--- src/rtl/rx_frame_ctrl_if.sv ---
// Nibble-in / byte-and-status-out bundle between the RMII-to-MII converter,
// the receive-frame sequencer and the MAC rx buffer logic.
interface rx_frame_ctrl_if #(
    parameter int LW = 11
) ();
    logic          NIB_VLD;
    logic [3:0]    NIB;
    logic [7:0]    BYTE_DO;
    logic          BYTE_VLD;
    logic          SOF;
    logic          DONE;
    logic [LW-1:0] LEN;
    logic          ERR_SHORT;
    logic          ERR_LONG;
    logic          ERR_ALIGN;
    logic          BUSY;

    // Nibble source side (converter / testbench)
    modport master (
        output NIB_VLD, NIB,
        input  BYTE_DO, BYTE_VLD, SOF, DONE, LEN,
               ERR_SHORT, ERR_LONG, ERR_ALIGN, BUSY
    );

    // Sequencer side
    modport slave (
        input  NIB_VLD, NIB,
        output BYTE_DO, BYTE_VLD, SOF, DONE, LEN,
               ERR_SHORT, ERR_LONG, ERR_ALIGN, BUSY
    );
endinterface

--- src/rtl/rx_frame_ctrl.sv ---
// Receive-frame sequencer: hunts preamble/SFD in the nibble stream, packs
// payload bytes low-nibble-first and reports length/error status per frame.
module rx_frame_ctrl #(
    parameter int MIN_PRE = 2,
    parameter int MIN_LEN = 64,
    parameter int MAX_LEN = 1518,
    parameter int LW      = 11
) (
    input logic           CLK,
    input logic           RT,
    rx_frame_ctrl_if.slave bus
);
    localparam int PW = (MIN_PRE < 1) ? 1 : $clog2(MIN_PRE + 1);

    typedef enum logic [1:0] {
        IDLE = 2'd0,
        PRE  = 2'd1,
        DATA = 2'd2,
        DROP = 2'd3
    } state_t;

    state_t        state_reg;
    logic          armed_reg;
    logic [PW-1:0] pre_cnt_reg;
    logic          phase_reg;
    logic [3:0]    low_reg;
    logic [LW-1:0] cnt_reg;
    logic [7:0]    byte_reg;
    logic          byte_vld_reg;
    logic          sof_reg;
    logic          done_reg;
    logic [LW-1:0] len_reg;
    logic          err_short_reg;
    logic          err_long_reg;
    logic          err_align_reg;

    // Frame sequencer; strobes default low each cycle, status held between DONEs
    always_ff @(posedge CLK) begin
        if (RT) begin
            state_reg     <= IDLE;
            armed_reg     <= 1'b0;
            pre_cnt_reg   <= '0;
            phase_reg     <= 1'b0;
            low_reg       <= '0;
            cnt_reg       <= '0;
            byte_reg      <= '0;
            byte_vld_reg  <= 1'b0;
            sof_reg       <= 1'b0;
            done_reg      <= 1'b0;
            len_reg       <= '0;
            err_short_reg <= 1'b0;
            err_long_reg  <= 1'b0;
            err_align_reg <= 1'b0;
        end else begin
            byte_vld_reg <= 1'b0;
            sof_reg      <= 1'b0;
            done_reg     <= 1'b0;

            // A carrier gap proves we are between frames, so re-arm the hunt
            if (!bus.NIB_VLD) begin
                armed_reg <= 1'b1;
            end

            case (state_reg)
                IDLE: begin
                    if (armed_reg && bus.NIB_VLD && bus.NIB == 4'h5) begin
                        state_reg   <= PRE;
                        pre_cnt_reg <= PW'(1);
                    end
                end

                PRE: begin
                    if (!bus.NIB_VLD) begin
                        state_reg <= IDLE;
                    end else if (bus.NIB == 4'h5) begin
                        if (pre_cnt_reg < PW'(MIN_PRE)) begin
                            pre_cnt_reg <= pre_cnt_reg + PW'(1);
                        end
                    end else if (bus.NIB == 4'hD && pre_cnt_reg >= PW'(MIN_PRE)) begin
                        state_reg <= DATA;
                        phase_reg <= 1'b0;
                        cnt_reg   <= '0;
                    end else begin
                        // Bad preamble: give up and wait for a carrier gap
                        state_reg <= IDLE;
                        armed_reg <= 1'b0;
                    end
                end

                DATA: begin
                    if (!bus.NIB_VLD) begin
                        state_reg     <= IDLE;
                        done_reg      <= 1'b1;
                        len_reg       <= cnt_reg;
                        err_align_reg <= phase_reg;
                        err_short_reg <= (cnt_reg < LW'(MIN_LEN));
                        err_long_reg  <= 1'b0;
                    end else if (!phase_reg) begin
                        low_reg   <= bus.NIB;
                        phase_reg <= 1'b1;
                    end else begin
                        phase_reg <= 1'b0;
                        if (cnt_reg == LW'(MAX_LEN)) begin
                            // Oversize: report now, swallow the rest of the frame
                            state_reg     <= DROP;
                            done_reg      <= 1'b1;
                            len_reg       <= LW'(MAX_LEN);
                            err_long_reg  <= 1'b1;
                            err_short_reg <= (MAX_LEN < MIN_LEN);
                            err_align_reg <= 1'b0;
                        end else begin
                            byte_reg     <= {bus.NIB, low_reg};
                            byte_vld_reg <= 1'b1;
                            sof_reg      <= (cnt_reg == '0);
                            cnt_reg      <= cnt_reg + LW'(1);
                        end
                    end
                end

                DROP: begin
                    if (!bus.NIB_VLD) begin
                        state_reg <= IDLE;
                    end
                end

                default: state_reg <= IDLE;
            endcase
        end
    end

    assign bus.BYTE_DO   = byte_reg;
    assign bus.BYTE_VLD  = byte_vld_reg;
    assign bus.SOF       = sof_reg;
    assign bus.DONE      = done_reg;
    assign bus.LEN       = len_reg;
    assign bus.ERR_SHORT = err_short_reg;
    assign bus.ERR_LONG  = err_long_reg;
    assign bus.ERR_ALIGN = err_align_reg;
    assign bus.BUSY      = (state_reg != IDLE);
endmodule

--- src/flat_wrapper.sv ---
// flat-port wrapper written by rule: the top's interface ports become plain ports
module rx_frame_ctrl_flat 
#(
    parameter int MIN_PRE = 2,
    parameter int MIN_LEN = 64,
    parameter int MAX_LEN = 1518,
    parameter int LW      = 11
)
  (CLK, RT, bus_NIB_VLD, bus_NIB, bus_BYTE_DO, bus_BYTE_VLD, bus_SOF, bus_DONE, bus_LEN, bus_ERR_SHORT, bus_ERR_LONG, bus_ERR_ALIGN, bus_BUSY);
  rx_frame_ctrl_if #(.LW(LW)) bus_i ();
  input logic CLK;
  input logic RT;
  input wire logic [$bits(bus_i.NIB_VLD)-1:0] bus_NIB_VLD;
  input wire logic [$bits(bus_i.NIB)-1:0] bus_NIB;
  output wire logic [$bits(bus_i.BYTE_DO)-1:0] bus_BYTE_DO;
  output wire logic [$bits(bus_i.BYTE_VLD)-1:0] bus_BYTE_VLD;
  output wire logic [$bits(bus_i.SOF)-1:0] bus_SOF;
  output wire logic [$bits(bus_i.DONE)-1:0] bus_DONE;
  output wire logic [$bits(bus_i.LEN)-1:0] bus_LEN;
  output wire logic [$bits(bus_i.ERR_SHORT)-1:0] bus_ERR_SHORT;
  output wire logic [$bits(bus_i.ERR_LONG)-1:0] bus_ERR_LONG;
  output wire logic [$bits(bus_i.ERR_ALIGN)-1:0] bus_ERR_ALIGN;
  output wire logic [$bits(bus_i.BUSY)-1:0] bus_BUSY;
  assign bus_i.NIB_VLD = bus_NIB_VLD;
  assign bus_i.NIB = bus_NIB;
  assign bus_BYTE_DO = bus_i.BYTE_DO;
  assign bus_BYTE_VLD = bus_i.BYTE_VLD;
  assign bus_SOF = bus_i.SOF;
  assign bus_DONE = bus_i.DONE;
  assign bus_LEN = bus_i.LEN;
  assign bus_ERR_SHORT = bus_i.ERR_SHORT;
  assign bus_ERR_LONG = bus_i.ERR_LONG;
  assign bus_ERR_ALIGN = bus_i.ERR_ALIGN;
  assign bus_BUSY = bus_i.BUSY;
  rx_frame_ctrl #(.MIN_PRE(MIN_PRE), .MIN_LEN(MIN_LEN), .MAX_LEN(MAX_LEN), .LW(LW)) u_core (.CLK(CLK), .RT(RT), .bus(bus_i));
endmodule
--- config.mk ---
export PLATFORM = sky130hd
export DESIGN_NAME = rx_frame_ctrl_flat
export DESIGN_NICKNAME = d
export VERILOG_FILES = /design/src/rtl/rx_frame_ctrl_if.sv /design/src/rtl/rx_frame_ctrl.sv /design/src/flat_wrapper.sv
export SDC_FILE = /design/constraint.sdc
export NUM_CORES = 1
export LEC_CHECK = 0
export CAP_MARGIN = 0
export CORE_ASPECT_RATIO = 1.5
export CORE_MARGIN = 2
export CORE_UTILIZATION = 53
export CTS_CLUSTER_DIAMETER = 100
export DETAILED_ROUTE_END_ITERATION = 10
export PLACE_DENSITY = 0.78
export SLEW_MARGIN = 20
export SYNTH_ARGS = -nofsm -noshare
export SYNTH_HDL_FRONTEND = slang
export SYNTH_SLANG_ARGS = --single-unit
--- constraint.sdc ---
create_clock -name CLK -period 2 [get_ports CLK]
set_input_delay 0.2 -clock CLK [delete_from_list [all_inputs] [get_ports CLK]]
set_output_delay 0.2 -clock CLK [all_outputs]
set_load 0.01 [all_outputs]
==> summary.md <==
* **count of final setup violators** 0
* **worst setup margin** 0.04998 ns
* **Detailed Route Iter0 Violations** 67
* **pin slew with the least headroom to its limit** 0.4955 ns
* **antenna diode instance count** 0
* **final setup TNS** 0 ns
* **count of input and output buffers** 32
* **leading area contributor after synthesis** sky130_fd_sc_hd__dfxtp_1
* **final hold violation count** 0
* **R2R cell count** 7
* **slack of the worst reg-to-reg path** 0.05 ns
* **full die area** 0.004722 mm²
* **worst-case setup slack after placement** -0.01319 ns
* **Lkg Pwr** 0.9764 nW
* **final clock period utilization by the worst path** 97.50%
* **horizontal die dimension** 56.78 µm
* **critical path start-end classification** flip-flop to flip-flop
* **fraction of synthesized cell area in xor and xnor cells** 0%
* **net count of the mapped netlist** 259
* **clock sinks** 46
* **cell types occupying the most area after synthesis** sky130_fd_sc_hd__dfxtp_1 (42%), sky130_fd_sc_hd__mux2i_1 (5.4%), sky130_fd_sc_hd__nor2_1 (5.3%)
* **CP startpoint** u_core.cnt_reg[0]
* **post-synthesis simple-gate area fraction** 21.92%
* **post-detailed-route count of antenna-violating nets** 0
* **Starting Density** 55.45%
* **worst slack on hold paths** 0.4662 ns
* **drt wl/cell** 15.99 µm
* **endpoint class of the critical path** flip-flop
* **critical path startpoint category** flip-flop
* **Rel. slew slack** 66.97%
* **ratio of total power to cell area** 572.4 mW/mm²
* **final HPWL from detailed placement** 3857 µm
* **required time at the worst-slack endpoint** 2.19 ns
* **dominant combinational cell family by area after synthesis** simple AND/OR/NAND/NOR gates
* **placeable core area** 0.003994 mm²
* **clock tree from TritonCTS** done
* **Synth-to-Final Area Change** 23.56%
* **number of warning messages in the yosys log** 0
* **run status** finished clean
* **number of distinct standard cells referenced by the synthesized netlist** 51
* **clk buf depth** 2
* **DRC violation count after routing** 0
* **max-slew violation count** 0
* **async set-or-reset flop fraction in the synthesized netlist** 0%
* **via-per-instance ratio** 6.085
* **cell at the root of the clock tree** sky130_fd_sc_hd__clkbuf_8
* **maximum number of pins on one net before global-route repair** 18
* **number of buffers created by CTS** 5
* **I/O pin total** 33
* **Synth Area per Inst** 8.930 µm²
* **share of layout cells above drive strength 1** 13.99%
* **EDFF count, synth** 0
* **share of cell area taken by muxes after synthesis** 5.424%
* **peak supply drop** 0.5292 mV
* **antenna violations before repair** 0
* **start point of the worst hold path** u_core.bus.LEN[10]
* **Die Span Y** 83.17 µm
* **residual overflow from global routing** 0
* **kind of path behind the tightest hold check** flip-flop to flip-flop
* **largest incremental delay on the critical path** 0.47 ns
* **final cell count without fillers** 331
* **mapped cell area** 0.002215 mm²
* **Clock transition at path regs** 0.09 ns
* **cells traversed along the worst timing path** inv_1 -> ha_1 -> and4bb_4 -> a31oi_4 -> buf_12 -> a31oi_1 -> a311oi_2
* **fmax** 0.5128 GHz
* **final worst clock skew** 0.008438 ns
* **fill cell instance count of the final layout** 355
* **Worst Hold Depth** 2
* **minimum clock period** 1.950 ns
* **Multi-input gate area** 0.001144 mm²
* **arrival time at the worst endpoint** 2.14 ns
* **number of global-route vias before repair** 1879
* **end point of the worst hold path** u_core.bus.LEN[10]
* **compound-gate portion of the synthesized area** 21.64%
* **area share of fa/ha/maj cells after synthesis** 2.260%
* **vias post-DR** 2014
* **final WL** 5292 µm
* **Post-layout nets** 296
* **library cell contributing the largest single delay on the critical path** sky130_fd_sc_hd__dfxtp_1
* **placed cells** 323
* **global-route usage over all layers** 23.56%
* **drt pass-1 iters** 4
* **global-route wire length before repair** 8859 µm
* **maximum capacitance violations** 0
* **Top FF cell, synth** sky130_fd_sc_hd__dfxtp_1
* **FF-to-FF End** u_core.cnt_reg[4]
* **H-tree depth** 2
* **clock latency on the worst-skew pair** 0.30 ns
* **Gate Count Post-Synth** 248
* **combined flip-flop and latch cell area** 920.9 µm²
* **sequential element share of the synthesized area** 41.58%
* **Core Rows** 28
* **GPL Wtd Cong** 0.9943
* **post-synthesis sequential element count** 46
* **launch instance of the worst register-to-register path** u_core.cnt_reg[0]
* **Synth top area share** 41.58%
* **largest fanout of any net on the critical path** 15
[area by class of cell]
cell class              instances  share of cell area, %
clock inverters                 2                 0.4572
multi-input cells             166                  41.79
clock buffers                   6                  3.018
repair buffers                 48                  16.55
well taps                      45                  2.058
flip-flops and latches         46                  33.65
inverters                      18                  2.469
[per-layer routing]
| metal | share of wire, % | GRT usage [%] | wire, µm |
|---|---|---|---|
| met1 | 37 | 26.35 | 1967 |
| met2 | 53 | 41.33 | 2790 |
| met3 | 6.1 | 4.829 | 324 |
| met4 | 4.0 | 11.63 | 210 |
| met5 | 0 | 0 | 0 |
[stage by stage]
step	power, mW	area (µm²)	utilization, %
after floorplan	0.9717	2215	-
after CTS	1.581	2728	68.30
after global routing	1.626	2736	68.52
after global placement	1.002	2633	65.91
final	1.566	2736	68.52
after detailed placement	1.002	2633	65.91
[synthesized netlist by cell type, types with 4 or more instances]
library cell	count
sky130_fd_sc_hd__ha_1	4
sky130_fd_sc_hd__nand2_1	20
sky130_fd_sc_hd__inv_1	16
sky130_fd_sc_hd__nor2_1	31
sky130_fd_sc_hd__a211oi_2	5
sky130_fd_sc_hd__and4_1	4
sky130_fd_sc_hd__mux2i_1	12
sky130_fd_sc_hd__a21oi_1	11
sky130_fd_sc_hd__nand3_1	6
sky130_fd_sc_hd__buf_2	4
sky130_fd_sc_hd__nand4_1	9
sky130_fd_sc_hd__nand2b_1	4
sky130_fd_sc_hd__a311oi_1	6
sky130_fd_sc_hd__dfxtp_1	46
sky130_fd_sc_hd__clkbuf_1	11
[what timing repair did]
action,CTS,global route
hold buffers,0,0
resized for setup,0,2
buffers inserted,0,0
setup endpoints to repair,0,2
[cell usage in the layout, fill, tap and decap left out, types with 5 or more instances in the layout]
| cell type | n |
|---|---|
| sky130_fd_sc_hd__nor2_1 | 31 |
| sky130_fd_sc_hd__clkbuf_8 | 6 |
| sky130_fd_sc_hd__dfxtp_1 | 46 |
| sky130_fd_sc_hd__mux2i_1 | 12 |
| sky130_fd_sc_hd__a311oi_1 | 5 |
| sky130_fd_sc_hd__inv_1 | 16 |
| sky130_fd_sc_hd__nand2_1 | 20 |
| sky130_fd_sc_hd__a211oi_2 | 5 |
| sky130_fd_sc_hd__nand4_1 | 9 |
| sky130_fd_sc_hd__buf_4 | 15 |
| sky130_fd_sc_hd__a21oi_1 | 11 |
| sky130_fd_sc_hd__nand3_1 | 6 |
| sky130_fd_sc_hd__clkdlybuf4s50_1 | 32 |
[critical path, delay by kind of cell, from the launching register on]
family | cells | cell delay (ns)
AO/OA/AOI/OAI | 3 | 0.64
flip-flops | 1 | 0.47
buffers and inverters | 2 | 0.27
AND/OR/NAND/NOR | 1 | 0.24
adder cells (fa/ha/maj) | 1 | 0.22
[power by group]
| part | total [mW] | switching (mW) | internal (mW) |
|---|---|---|---|
| Combinational | 0.0638 | 0.0399 | 0.0239 |
| Clock | 0.585 | 0.307 | 0.278 |
| Sequential | 0.918 | 0.00137 | 0.917 |
[cell families (layout without fill, tap and decap cells)]
kind of cell | after synthesis | count (layout)
compound gates | 58 | 58
flops | 46 | 46
buf+inv | 36 | 74
mux | 12 | 12
simple gates | 92 | 92
fa+ha+maj | 4 | 4
[worst max-delay path by stage]
stage,cells after the start,to,slack [ns]
6_report,7,u_core.cnt_reg[4],0.05
5_1_grt,7,u_core.cnt_reg[4],-0.03
4_1_cts,7,u_core.cnt_reg[4],0.08
3_5_place_dp,6,u_core.cnt_reg[4],-0.01
3_3_place_gp,6,u_core.cnt_reg[4],0.03
2_1_floorplan,7,u_core.bus.BYTE_DO[0],0.33
Power figures use the tool's default switching activity.
==> RTL edit 1, RTL diff (config.mk and constraints unchanged) <==
`LW` is set to 11 in 3 places; all go to 12.
--- a/src/rtl/rx_frame_ctrl_if.sv
+++ b/src/rtl/rx_frame_ctrl_if.sv
@@ -2,5 +2,5 @@
 // the receive-frame sequencer and the MAC rx buffer logic.
 interface rx_frame_ctrl_if #(
-    parameter int LW = 11
+    parameter int LW = 12
 ) ();
     logic          NIB_VLD;
--- a/src/rtl/rx_frame_ctrl.sv
+++ b/src/rtl/rx_frame_ctrl.sv
@@ -5,5 +5,5 @@
     parameter int MIN_LEN = 64,
     parameter int MAX_LEN = 1518,
-    parameter int LW      = 11
+    parameter int LW      = 12
 ) (
     input logic           CLK,
--- a/src/flat_wrapper.sv
+++ b/src/flat_wrapper.sv
@@ -5,5 +5,5 @@
     parameter int MIN_LEN = 64,
     parameter int MAX_LEN = 1518,
-    parameter int LW      = 11
+    parameter int LW      = 12
 )
   (CLK, RT, bus_NIB_VLD, bus_NIB, bus_BYTE_DO, bus_BYTE_VLD, bus_SOF, bus_DONE, bus_LEN, bus_ERR_SHORT, bus_ERR_LONG, bus_ERR_ALIGN, bus_BUSY);
Ports: changed (resized bus_LEN); port bits go from 33 to 34. No check against the original RTL was run, so the function may have changed too.
==> RTL edit 1 against the unedited design <==
  * Clock skew decreased by 0.0012 ns
  * Sequential cell count increased by 2
  * Non-clock buffer count increased by 1
  * Power increased by 5.4%
  * Wire length increased by 3.9%
  * Die area increased by 7.7%
  * Area after synthesis increased by 8.2%
  * Design area increased by 5.8%
  * Setup slack improved by 0.19 ns
  * Sequential power increased by 4.4%
  * First-iteration DRC count increased by 7.5%
  * Critical endpoint is now u_core.cnt_reg[0]$_SDFFE_PP0P_
==> RTL edit 1: results (changes against the unedited design) <==
Post-synthesis net count: 258 (was 259). The hold-critical path endpoint is u_core.bus.BYTE_DO[4]$_SDFFE_PP0P_ (was u_core.bus.LEN[10]$_SDFFE_PP0P_). For the placed wire-length estimate after detailed placement, the log shows 3920 um (was 3860 um). The tools report the total overflow reported by the global router as 0 (unchanged). The tools report the worst min-delay path startpoint as u_core.bus.BYTE_DO[4]$_SDFFE_PP0P_ (was u_core.bus.LEN[10]$_SDFFE_PP0P_). The run finished with clean final reports. The routed via count divided by cell count works out to 6.10 (was 6.08). The maximum number of pins on one net before global-route repair came out at 19 (was 18).

The tools report the worst hold slack across all endpoints as 0.480 ns (was 0.466 ns). For the detailed router's first-iteration violation count, the log shows 72 (was 67). Count of cell types in the netlist: 58 (was 51). For the global router's overall resource usage, the log shows 22.5% (was 23.6%).

Number of I/O port buffers: 33 (was 32). The worst setup skew after layout came out at 0.00726 ns (was 0.00844 ns). Ranking of synthesized cells by area: sky130_fd_sc_hd__dfxtp_1 (40%), sky130_fd_sc_hd__mux2i_1 (4.2%), sky130_fd_sc_hd__o221a_2 (3.8%), sky130_fd_sc_hd__nand2_1 (3.1%), sky130_fd_sc_hd__a21oi_1 (2.9%) (was sky130_fd_sc_hd__dfxtp_1 (42%), sky130_fd_sc_hd__mux2i_1 (5.4%), sky130_fd_sc_hd__nor2_1 (5.3%), sky130_fd_sc_hd__nand2_1 (3.4%), sky130_fd_sc_hd__a211oi_2 (2.8%)). Leakage power summed over all cells: 1.04 nW (was 0.976 nW). The global-route wire length before repair was 8960 um (was 8860 um).

The run gives 1850 (was 1879) as the number of global-route vias before repair. Cell types with the highest counts after synthesis: sky130_fd_sc_hd__dfxtp_1 (48), sky130_fd_sc_hd__nand2_1 (20), sky130_fd_sc_hd__a21oi_1 (14) (was sky130_fd_sc_hd__dfxtp_1 (46), sky130_fd_sc_hd__nor2_1 (31), sky130_fd_sc_hd__nand2_1 (20)). The depth of the most critical reg-to-reg path came out at 5 (was 7). Proportion of synthesized chip area in sequential cells: 40.1% (was 41.6%). The peak supply drop is 0.469 mV (was 0.529 mV).

Weighted congestion at the end of routability-driven global placement: 0.870 (was 0.994). The tools report the cell area after placement as 2800 um^2 (was 2630 um^2). The largest fanout of any net on the critical path came out at 15 (unchanged). The capture point of the worst reg-to-reg path is u_core.cnt_reg[0]$_SDFFE_PP0P_ (was u_core.cnt_reg[4]$_SDFFE_PP0P_). Arrival time at the worst endpoint: 2.00 ns (was 2.14 ns).

The logs give 0.24 ns (was 0.05 ns) for the minimum setup slack among reg-to-reg paths and 5500 um (was 5290 um) for the post-detailed-routing wire length. Launching point of the worst reg2reg path: u_core.cnt_reg[1]$_SDFFE_PP0P_ (was u_core.cnt_reg[0]$_SDFFE_PP0P_). The total clock buffers created by CTS was 5 (unchanged).
==> RTL edit 1: cell types whose count changed after synthesis, moves of 8 or more <==
cell / delta
sky130_fd_sc_hd__inv_1: -9
sky130_fd_sc_hd__o221a_2: +8
sky130_fd_sc_hd__o21ai_0: +9
sky130_fd_sc_hd__nor2_1: -19
==> RTL edit 1: final cells by class <==
class	instances	area, um^2
fill	386	1530
multi-input combinational	172	1280
sequential	48	961
timing repair buffer	49	463
clock buffer	7	86.3
tap	48	60.1
inverter	9	33.8
clock inverter	1	7.51
==> RTL edit 1: logic make-up after synthesis <==
kind of cell / count (synthesis) / share of synthesized area (%)
compound gates: 68 / 23.1
mux: 10 / 4.18
fa+ha+maj: 4 / 2.09
flops: 48 / 40.1
simple gates: 90 / 24.2
buf+inv: 27 / 6.32
==> RTL edit 1: worst max path at each step <==
stage	startpoint	endpoint	slack, ns	depth (start not counted)
after CTS	u_core.cnt_reg[1]$_SDFFE_PP0P_	u_core.cnt_reg[0]$_SDFFE_PP0P_	0.25	5
after floorplan	u_core.cnt_reg[0]$_SDFFE_PP0P_	u_core.bus.BYTE_DO[0]$_SDFFE_PP0P_	0.28	8
final	u_core.cnt_reg[1]$_SDFFE_PP0P_	u_core.cnt_reg[0]$_SDFFE_PP0P_	0.24	5
after global routing	u_core.cnt_reg[1]$_SDFFE_PP0P_	u_core.cnt_reg[0]$_SDFFE_PP0P_	0.11	5
after detailed placement	bus_NIB[0]	u_core.cnt_reg[11]$_SDFFE_PP0P_	-0.02	5
after global placement	bus_NIB[0]	u_core.cnt_reg[11]$_SDFFE_PP0P_	0.06	5
==> RTL edit 1: per-stage QoR <==
step | util [%] | setup WS, ns | cells
2_1_floorplan | - | 0.285 | 247
3_3_place_gp | 63.2 | 0.0579 | 326
3_5_place_dp | 63.2 | -0.0172 | 326
4_1_cts | 65.4 | 0.248 | 334
5_1_grt | 65.4 | 0.107 | 334
6_report | 65.4 | 0.239 | 334
==> RTL edit 1: power breakdown <==
part	leakage [nW]	total, W	switching, W	internal [W]
logic	0.609	0.0000750	0.0000442	0.0000308
registers	0.387	0.000958	0.00000141	0.000956
clock network	0.0445	0.000618	0.000336	0.000282
==> RTL edit 1: per-layer routing <==
layer / global-route usage [%] / vias to the layer above / share of wire (%)
li1: - / 1000 / -
met1: 29.2 / 983 / 45
met4: 6.20 / 0 / 1.3
met3: 3.28 / 8 / 3.5
met2: 38.4 / 48 / 50
met5: 0 / - / 0
==> RTL edit 1: worst max-delay path: stages (launching register included) <==
cell and delay [ns]:
sky130_fd_sc_hd__dfxtp_1 0.45, sky130_fd_sc_hd__ha_1 0.19, sky130_fd_sc_hd__and4_1 0.28, sky130_fd_sc_hd__and3_4 0.34, sky130_fd_sc_hd__a22o_1 0.23, sky130_fd_sc_hd__mux2i_1 0.19
==> RTL edit 2, RTL diff (same flow settings) <==
Without the edit above. Register the input `RT` before use, without a reset. The logic sees it one clock later. The other inputs are not delayed to match.
--- a/src/rtl/rx_frame_ctrl.sv
+++ b/src/rtl/rx_frame_ctrl.sv
@@ -20,4 +20,10 @@
     } state_t;
 
+    logic RT_q;
+
+    always_ff @(posedge CLK) begin
+        RT_q <= RT;
+    end
+
     state_t        state_reg;
     logic          armed_reg;
@@ -37,5 +43,5 @@
     // Frame sequencer; strobes default low each cycle, status held between DONEs
     always_ff @(posedge CLK) begin
-        if (RT) begin
+        if (RT_q) begin
             state_reg     <= IDLE;
             armed_reg     <= 1'b0;
Behaviour: not the same (Yosys sat finds a counterexample within 4 cycles, from zero or initial values).
==> RTL edit 2 against the unedited design <==
  * Sequential cell count up 1
  * Area after synthesis up 1.1%
  * Setup slack better by 0.12 ns
  * Die area up 1.1%
  * Global-route usage up 0.96 points
  * Power up 2.8%
  * First-iteration DRC count unchanged
  * Wire length up 4.7%
  * Design area up 1.3%
  * Critical endpoint is now u_core.state_reg[1]$_SDFFE_PP0P_
  * Largest cell class unchanged
  * Largest power group unchanged
==> RTL edit 2: results (changes against the unedited design) <==
The run finished with clean final reports. The worst hold-check path type was input pin to register (was register to register). The capturing instance or port of the critical path is u_core.state_reg[1]$_SDFFE_PP0P_ (was u_core.cnt_reg[4]$_SDFFE_PP0P_). The fraction of area in multi-input gates was 41.5% (was 41.8%); the count of cell types in the netlist was 56 (was 51). The largest fanout of any net on the critical path works out to 8 (was 15). The instance count along the most critical hold path is 1 (was 2). For the peak supply drop, the log shows 0.681 mV (was 0.529 mV). Share of cell area taken by muxes after synthesis: 0.503% (was 5.42%). The depth of the most critical reg-to-reg path is 6 (was 7), and the area taken by flip-flops and latches is 941 um^2 (was 921 um^2). For the worst slew slack as a fraction of its limit, the log shows 69.2% (was 67.0%). Cell types with the highest counts after synthesis: sky130_fd_sc_hd__dfxtp_1 (47), sky130_fd_sc_hd__a21oi_1 (20), sky130_fd_sc_hd__o21ai_0 (18) (was sky130_fd_sc_hd__dfxtp_1 (46), sky130_fd_sc_hd__nor2_1 (31), sky130_fd_sc_hd__nand2_1 (20)). The tools report the post-synthesis net count as 255 (was 259).

The complex-gate fraction of the synthesized area works out to 27.1% (was 21.6%). The run gives 9360 um (was 8860 um) as the global-route wire length before repair. The share of synthesized cell area in full adder, half adder and majority cells works out to 2.23% (was 2.26%). The multi-input combinational cell count is 164 (was 166).

The clock network area share works out to 3.21% (was 3.48%). The met2 layer usage reported by global route was 43.3% (was 41.3%); the global router's overall resource usage was 24.5% (was 23.6%). The tools report the proportion of synthesized chip area in sequential cells as 42.0% (was 41.6%).

The delay contributed by the slowest stage of the critical path is 0.41 ns (was 0.47 ns). The tools report the hold-critical path endpoint as u_core.RT_q$_DFF_P_ (was u_core.bus.LEN[10]$_SDFFE_PP0P_). The tools report the weighted congestion at the end of routability-driven global placement as 0.880 (was 0.994). The placed wire-length estimate after detailed placement was 3900 um (was 3860 um); the met3 routing resource usage after global routing was 4.96% (was 4.83%). The share of layout cells above drive strength 1 is 16.4% (was 14.0%), and the sink count of the clock tree is 47 (was 46).
-- RTL edit 2: cell types whose count changed in the layout (fill, tap and decap cells not counted), moves of 5 or more --
cell / before / now
sky130_fd_sc_hd__buf_4: 15 / 22
sky130_fd_sc_hd__nand4_1: 9 / 2
sky130_fd_sc_hd__nor2_1: 31 / 6
sky130_fd_sc_hd__nand2_1: 20 / 13
sky130_fd_sc_hd__mux2i_1: 12 / 0
sky130_fd_sc_hd__o221a_1: 0 / 5
sky130_fd_sc_hd__a311oi_1: 5 / 0
sky130_fd_sc_hd__o21ai_0: 1 / 18
sky130_fd_sc_hd__nand3_1: 6 / 12
sky130_fd_sc_hd__a21oi_1: 11 / 20
sky130_fd_sc_hd__nor3_1: 3 / 13
-- RTL edit 2: stage by stage --
stage	power (W)	instances	hold WS [ns]	area, um^2
after floorplan	0.00102	244	0.228	2240
after global placement	0.00106	324	0.448	2680
after detailed placement	0.00106	324	0.463	2680
after CTS	0.00162	332	0.329	2770
after global routing	0.00167	332	0.340	2770
final	0.00161	332	0.335	2770
